## src/rtl/cmdfifo_master_pkg.sv

```systemverilog
// Shared definitions for the command-FIFO master: FSM states, header
// layout and error status codes.
package cmdfifo_master_pkg;

  typedef enum logic [2:0] {
    IDLE   = 3'd0,
    HDR    = 3'd1,
    LEN    = 3'd2,
    WDATA  = 3'd3,
    RDATA  = 3'd4,
    FINISH = 3'd5
  } state_t;

  // Header byte layout: {read_flag, 1'b0, addr[5:0]}
  localparam int READ_FLAG_BIT = 7;
  localparam int ADDR_MSB      = 5;

  // Status reported on the error output
  localparam logic ERR_NONE = 1'b0;
  localparam logic ERR_FAIL = 1'b1;

  function automatic logic [7:0] make_header(input logic write, input logic [ADDR_MSB:0] addr);
    logic [7:0] h;
    h = 8'h00;
    h[READ_FLAG_BIT] = ~write;
    h[ADDR_MSB:0]    = addr;
    return h;
  endfunction

endpackage

```

## src/rtl/cmdfifo_master_watchdog.sv

```systemverilog
// Read-response watchdog: counts consecutive cycles spent waiting on an
// empty responder FIFO and flags expiry on the TIMEOUT_CYCLES-th one.
module cmdfifo_master_watchdog
  import cmdfifo_master_pkg::*;
#(
  parameter int TIMEOUT_CYCLES = 65535
) (
  input  logic clk,
  input  logic reset,
  input  logic active,
  input  logic empty,
  input  logic pop,
  output logic expired
);

  localparam int CW = $clog2(TIMEOUT_CYCLES + 1);

  logic [CW-1:0] count_reg;

  // Count empty cycles while waiting; any pop or leaving the read phase restarts
  always_ff @(posedge clk) begin
    if (reset || !active || pop) begin
      count_reg <= '0;
    end else if (empty && !expired) begin
      count_reg <= count_reg + CW'(1);
    end
  end

  assign expired = active && empty && (count_reg == CW'(TIMEOUT_CYCLES - 1));

endmodule

```

## src/rtl/cmdfifo_master.sv

```systemverilog
// Command-FIFO master: serializes one register transaction into header,
// length and payload bytes toward the responder RX FIFO and collects read
// response bytes from the responder TX FIFO.
// Optional feature: define CMDMASTER_TIMEOUT_EN to compile in the
// read-response watchdog (cmdfifo_master_watchdog).
module cmdfifo_master
  import cmdfifo_master_pkg::*;
#(
  parameter int MAX_LEN        = 8,
  parameter int TIMEOUT_CYCLES = 65535
) (
  input  logic       clk,
  input  logic       reset,
  input  logic       req_valid,
  output logic       req_ready,
  input  logic       req_write,
  input  logic [5:0] req_addr,
  input  logic [7:0] req_len,
  input  logic [7:0] wr_data,
  input  logic       wr_valid,
  output logic       wr_ready,
  output logic [7:0] rd_data,
  output logic       rd_valid,
  output logic       done,
  output logic       error,
  output logic [7:0] tx_byte,
  output logic       tx_wr,
  input  logic       tx_full,
  input  logic [7:0] rx_byte,
  output logic       rx_rd,
  input  logic       rx_empty
);

  state_t     state_reg, state_next;
  logic       write_reg, write_next;
  logic [5:0] addr_reg, addr_next;
  logic [7:0] remaining_reg, remaining_next;
  logic [7:0] tx_byte_reg, tx_byte_next;
  logic       tx_wr_reg, tx_wr_next;
  logic       wr_ready_reg, wr_ready_next;
  logic       rx_rd_reg, rx_rd_next;
  logic       done_reg, done_next;
  logic       error_reg, error_next;
  logic       req_ready_reg, req_ready_next;
  logic [7:0] rd_data_reg;
  logic       rd_valid_reg;
  logic       len_ok;
  logic       timeout_hit;

  assign len_ok = (req_len != 8'd0) && (req_len <= 8'(MAX_LEN));

`ifdef CMDMASTER_TIMEOUT_EN
  cmdfifo_master_watchdog #(
    .TIMEOUT_CYCLES(TIMEOUT_CYCLES)
  ) u_watchdog (
    .clk    (clk),
    .reset  (reset),
    .active (state_reg == RDATA),
    .empty  (rx_empty),
    .pop    (rx_rd_reg),
    .expired(timeout_hit)
  );
`else
  logic unused_timeout_cfg;
  assign unused_timeout_cfg = (TIMEOUT_CYCLES > 0);
  assign timeout_hit = 1'b0;
`endif

  // State and registered output strobes
  always_ff @(posedge clk) begin
    if (reset) begin
      state_reg     <= IDLE;
      write_reg     <= 1'b0;
      addr_reg      <= 6'd0;
      remaining_reg <= 8'd0;
      tx_byte_reg   <= 8'd0;
      tx_wr_reg     <= 1'b0;
      wr_ready_reg  <= 1'b0;
      rx_rd_reg     <= 1'b0;
      done_reg      <= 1'b0;
      error_reg     <= ERR_NONE;
      req_ready_reg <= 1'b1;
    end else begin
      state_reg     <= state_next;
      write_reg     <= write_next;
      addr_reg      <= addr_next;
      remaining_reg <= remaining_next;
      tx_byte_reg   <= tx_byte_next;
      tx_wr_reg     <= tx_wr_next;
      wr_ready_reg  <= wr_ready_next;
      rx_rd_reg     <= rx_rd_next;
      done_reg      <= done_next;
      error_reg     <= error_next;
      req_ready_reg <= req_ready_next;
    end
  end

  // Next-state and next-strobe decisions; each strobe is decided from the
  // FIFO flags of the current cycle and becomes visible in the next one.
  // On acceptance the header is issued directly when the FIFO has room;
  // HDR only holds the transaction while the FIFO is full.
  always_comb begin
    state_next     = state_reg;
    write_next     = write_reg;
    addr_next      = addr_reg;
    remaining_next = remaining_reg;
    tx_byte_next   = tx_byte_reg;
    tx_wr_next     = 1'b0;
    wr_ready_next  = 1'b0;
    rx_rd_next     = 1'b0;
    done_next      = 1'b0;
    error_next     = error_reg;
    unique case (state_reg)
      IDLE: begin
        if (req_valid && req_ready_reg) begin
          if (len_ok) begin
            write_next     = req_write;
            addr_next      = req_addr;
            remaining_next = req_len;
            error_next     = ERR_NONE;
            if (!tx_full) begin
              tx_byte_next = make_header(req_write, req_addr);
              tx_wr_next   = 1'b1;
              state_next   = LEN;
            end else begin
              state_next = HDR;
            end
          end else begin
            error_next = ERR_FAIL;
            done_next  = 1'b1;
          end
        end
      end
      HDR: begin
        if (!tx_full) begin
          tx_byte_next = make_header(write_reg, addr_reg);
          tx_wr_next   = 1'b1;
          state_next   = LEN;
        end
      end
      LEN: begin
        if (!tx_full) begin
          tx_byte_next = remaining_reg;
          tx_wr_next   = 1'b1;
          state_next   = write_reg ? WDATA : RDATA;
        end
      end
      WDATA: begin
        if (wr_valid && !tx_full) begin
          tx_byte_next   = wr_data;
          tx_wr_next     = 1'b1;
          wr_ready_next  = 1'b1;
          remaining_next = remaining_reg - 8'd1;
          if (remaining_reg == 8'd1) state_next = FINISH;
        end
      end
      RDATA: begin
        // rx_empty seen during a pop cycle predates that pop, so never
        // issue a pop in the cycle right after another one.
        if (!rx_empty && !rx_rd_reg) begin
          rx_rd_next     = 1'b1;
          remaining_next = remaining_reg - 8'd1;
          if (remaining_reg == 8'd1) state_next = FINISH;
        end else if (timeout_hit) begin
          error_next = ERR_FAIL;
          state_next = FINISH;
        end
      end
      FINISH: begin
        // Let the final pop's response byte come out before signalling done
        if (!rx_rd_reg) begin
          done_next  = 1'b1;
          state_next = IDLE;
        end
      end
      default: state_next = IDLE;
    endcase
  end

  // Ready comes back one cycle after the done pulse of a real transaction
  assign req_ready_next = (state_next == IDLE) && (state_reg != FINISH);

  // Capture the popped head byte; rd_valid trails rx_rd by one cycle
  always_ff @(posedge clk) begin
    if (reset) begin
      rd_valid_reg <= 1'b0;
      rd_data_reg  <= 8'd0;
    end else begin
      rd_valid_reg <= rx_rd_reg;
      if (rx_rd_reg) rd_data_reg <= rx_byte;
    end
  end

  assign req_ready = req_ready_reg;
  assign wr_ready  = wr_ready_reg;
  assign rd_data   = rd_data_reg;
  assign rd_valid  = rd_valid_reg;
  assign done      = done_reg;
  assign error     = error_reg;
  assign tx_byte   = tx_byte_reg;
  assign tx_wr     = tx_wr_reg;
  assign rx_rd     = rx_rd_reg;

endmodule

```

## config.mk

```make
export PLATFORM = sky130hd
export DESIGN_NAME = cmdfifo_master
export DESIGN_NICKNAME = d
export VERILOG_FILES = /design/src/rtl/cmdfifo_master_pkg.sv /design/src/rtl/cmdfifo_master_watchdog.sv /design/src/rtl/cmdfifo_master.sv
export SDC_FILE = /design/constraint.sdc
export NUM_CORES = 1
export LEC_CHECK = 0
export ABC_AREA = 1
export ABC_CLOCK_PERIOD_IN_PS = 2300
export CAP_MARGIN = 20
export CORE_MARGIN = 4
export CORE_UTILIZATION = 40
export CTS_BUF_LIST = sky130_fd_sc_hd__clkbuf_16
export CTS_CLUSTER_DIAMETER = 30
export DETAILED_ROUTE_END_ITERATION = 6
export DONT_BUFFER_PORTS = 1
export PLACE_DENSITY = 0.61
export SLEW_MARGIN = 20
export SYNTH_ARGS = -nofsm -noshare
export SYNTH_HDL_FRONTEND = slang
export SYNTH_SLANG_ARGS = --single-unit
```

## constraint.sdc

```tcl
create_clock -name clk -period 2.3 [get_ports clk]
set_input_delay 0.23 -clock clk [delete_from_list [all_inputs] [get_ports clk]]
set_output_delay 0.23 -clock clk [all_outputs]
set_load 0.005 [all_outputs]
```

==> flow_summary.ini <==
[placement]
gp_congestion = 0.929
detailed_place_hpwl_um = 4670
numPortBuffers = 0
detailed_place.area_sq_um = 2330
placedCellCount = 423

[timing]
hold_ws_ns = 0.00917
fmax_achieved_ghz = 0.603
final-max-slew-violation-count = 0
timing_hold_violations_final = 0
tightestPinTransition_ns = 0.532
slew_headroom = 0.642
setup-tns-final_ns = 0
clock_skew_ns = 0.00524
setup_viol_count_final = 0
fin_crit_ns = 1.66
rsz_0062_raised_after_global_routing = no
min_period_over_period = 0.721

[synth]
synthesis.nets = 396
synthCells = 357
synthSimpleGateAreaFrac = 0.402
synth.cell_area_sq_um = 2290
muxShareOfSynthArea = 0
fraction_of_registers_with_async_set_or_reset_after_synthesis = 0
synth_compound_area_frac = 0.120
ys_seq_elements = 41
synth_top_area_frac = 0.359
number_of_enable_flip_flop_cells_after_synthesis = 0
post_synth_fa_ha_maj_area_fraction = 0.0109
seq_area_frac_synth = 0.359
synth_flop_cell = sky130_fd_sc_hd__dfxtp_1
synth_xor_xnor_area_share = 0.00383
yosys-top-cells-area = sky130_fd_sc_hd__dfxtp_1 (36%), sky130_fd_sc_hd__nor2_1 (14%), sky130_fd_sc_hd__nand2_1 (14%)
dominant_combinational_cell_family_by_area_after_synthesis = simple AND/OR/NAND/NOR gates
ys.warnings.count = 0
ys_types = 31
synth_area_leader_cell = sky130_fd_sc_hd__dfxtp_1
synth_area_per_cell_sq_um = 6.41

[worst_setup_path]
critical_path_required_ns = 2.48
worst-setup-path-type = reg -> reg
cp-start-kind = flip-flop
cp_max_fo = 13
cp-end-kind = flip-flop
cp.arrival_ns = 1.84

[layout]
layout-area-overhead-vs-synth_pct = 9.41
finalInstanceArea_sq_um = 2500
regArea_sq_um = 821
fin_cells = 432
post-route-util = 0.452
multi_input_combinational_cell_area_sq_um = 1230
nFillCells = 588
antenna-diode-count = 0
final_net_count = 398
final_layout_size_suffix_gt1_frac = 0.100

[outcome]
outcome = finished, final reports clean

[global_routing]
globalRouteOverflowTotal = 0
groute.layer.met3.usage = 0.0484
grt_antenna_before_repair = 0
total_global_route_track_usage = 0.181
grt_most_used_layer = met2
wire_length_of_the_first_global_routing_pass_um = 10300
grt_start_max_net_pins = 23
global_route.usage.met2 = 0.301
groute.layer.met1.usage = 0.225
first_global_vias = 2162

[clock_tree]
ctsHtreeMaxLevel = 2
clkSlewWorstSetupHoldPaths_ns = 0.06
clock_sink_count = 41
num_cts_buffers = 5
clock_path_buffers = 2
tritoncts_clock_tree = done
worstSkewPairLatency_ns = 0.28
cts_setup_buffers = 0
clk_root_buffer_cell = sky130_fd_sc_hd__clkbuf_16

[die]
initial_utilization = 0.413
chipWidth_um = 83.6
core.rowCount = 27
top_level_ports = 60
placeableCoreArea_sq_um = 5540
fp.dieArea_sq_um = 6990
die_h_um = 83.6

[pwr]
vdd_ir_drop_max_mv = 0.353
cellLeakagePower_uw = 0.00121
power_density_nw_per_um2 = 656

[detailed_routing]
antenna_violating_nets_post_route = 0
drt_pass1_iterations = 4
drt_iter0_markers = 83
drt-total-wl_um = 6190
vias_per_cell = 5.11
route.detailed.wl_per_inst_um = 14.3
routed-via-count = 2207
drc_errors = 0

[flow_run]
maxCapViolCount = 0

[min_path]
hold_class = in -> reg
-- synthesized netlist by cell type, drive strengths merged (2+ instances only) --
cell type  number
nor2           90
nand3          18
nand4           6
ha              2
nand2          94
dfxtp          41
buf             3
clkbuf          5
a21oi           6
o21ai          32
a31oi           2
inv            45
nor3            3
o2111ai         5
-- placed cells by master, fill, tap and decap left out, types with 3 or more instances in the layout --
cell type,instances
sky130_fd_sc_hd__inv_1,39
sky130_fd_sc_hd__nand4_1,6
sky130_fd_sc_hd__nor2_1,85
sky130_fd_sc_hd__nand2_4,3
sky130_fd_sc_hd__a21oi_1,5
sky130_fd_sc_hd__nand2_1,84
sky130_fd_sc_hd__dfxtp_1,41
sky130_fd_sc_hd__inv_2,6
sky130_fd_sc_hd__o21ai_1,3
sky130_fd_sc_hd__nand2_2,7
sky130_fd_sc_hd__nor3_1,3
sky130_fd_sc_hd__o2111ai_1,5
sky130_fd_sc_hd__o21ai_0,28
sky130_fd_sc_hd__nand3_1,16
sky130_fd_sc_hd__nor2_2,3
sky130_fd_sc_hd__clkbuf_16,5
-- critical path, stage by stage (launching register included) --
cell                      delay (ns)
sky130_fd_sc_hd__dfxtp_1        0.44
sky130_fd_sc_hd__inv_2          0.11
sky130_fd_sc_hd__nor2_4         0.30
sky130_fd_sc_hd__nand2_4        0.08
sky130_fd_sc_hd__nand2_1        0.09
sky130_fd_sc_hd__nor2_2         0.04
sky130_fd_sc_hd__nand2_2        0.21
sky130_fd_sc_hd__inv_1          0.13
sky130_fd_sc_hd__nor2_1         0.11
sky130_fd_sc_hd__nor2_1         0.05
-- metrics by stage --
step	total power [uW]	setup WS, ns
after floorplan	832	0.957
after global placement	850	0.727
after detailed placement	851	0.671
after CTS	1650	0.665
after global routing	1700	0.486
final	1640	0.643
-- layer usage --
layer / up-vias / wire, um
met3: 11 / 478
met5: - / 0
met2: 76 / 2910
li1: 1125 / -
met1: 995 / 2700
met4: 0 / 107
-- where the power goes --
part / internal (uW) / total (uW) / switching [uW]
combinational: 37.6 / 109 / 71.7
clock: 508 / 803 / 295
sequential: 720 / 728 / 8.28
total: 1270 / 1640 / 375
-- path summary, 6_finish.rpt --
path / startpoint / end / slack [ns] / cells after the start
worst max register to register: state_reg[0] / remaining_reg[4] / 0.64 / 9
worst min register to register: tx_byte[6] / tx_byte[6] / 0.50 / 2
worst max-delay path: state_reg[0] / remaining_reg[4] / 0.64 / 9
worst min-delay path: reset / tx_wr / 0.009 / 1
-- logic make-up after synthesis --
| family | Yosys count |
|---|---|
| flops | 41 |
| compound gates | 47 |
| fa+ha+maj | 2 |
| simple gates | 212 |
| buf+inv | 54 |
| xor+xnor | 1 |
-- final cells by class --
type	instances	share of cell area
inverters	46	0.0690
clock inverters	3	0.0165
repair buffers	3	0.0100
flip-flops and latches	41	0.328
clock buffers	5	0.0500
well taps	72	0.0360
multi-input cells	262	0.491
-- repair_timing --
| action | CTS | global route |
|---|---|---|
| endpoints found under the hold margin | 0 | 1 |
| hold buffers | 0 | 1 |
| resized for setup | 0 | 0 |
(Power assumes the default switching activity.)
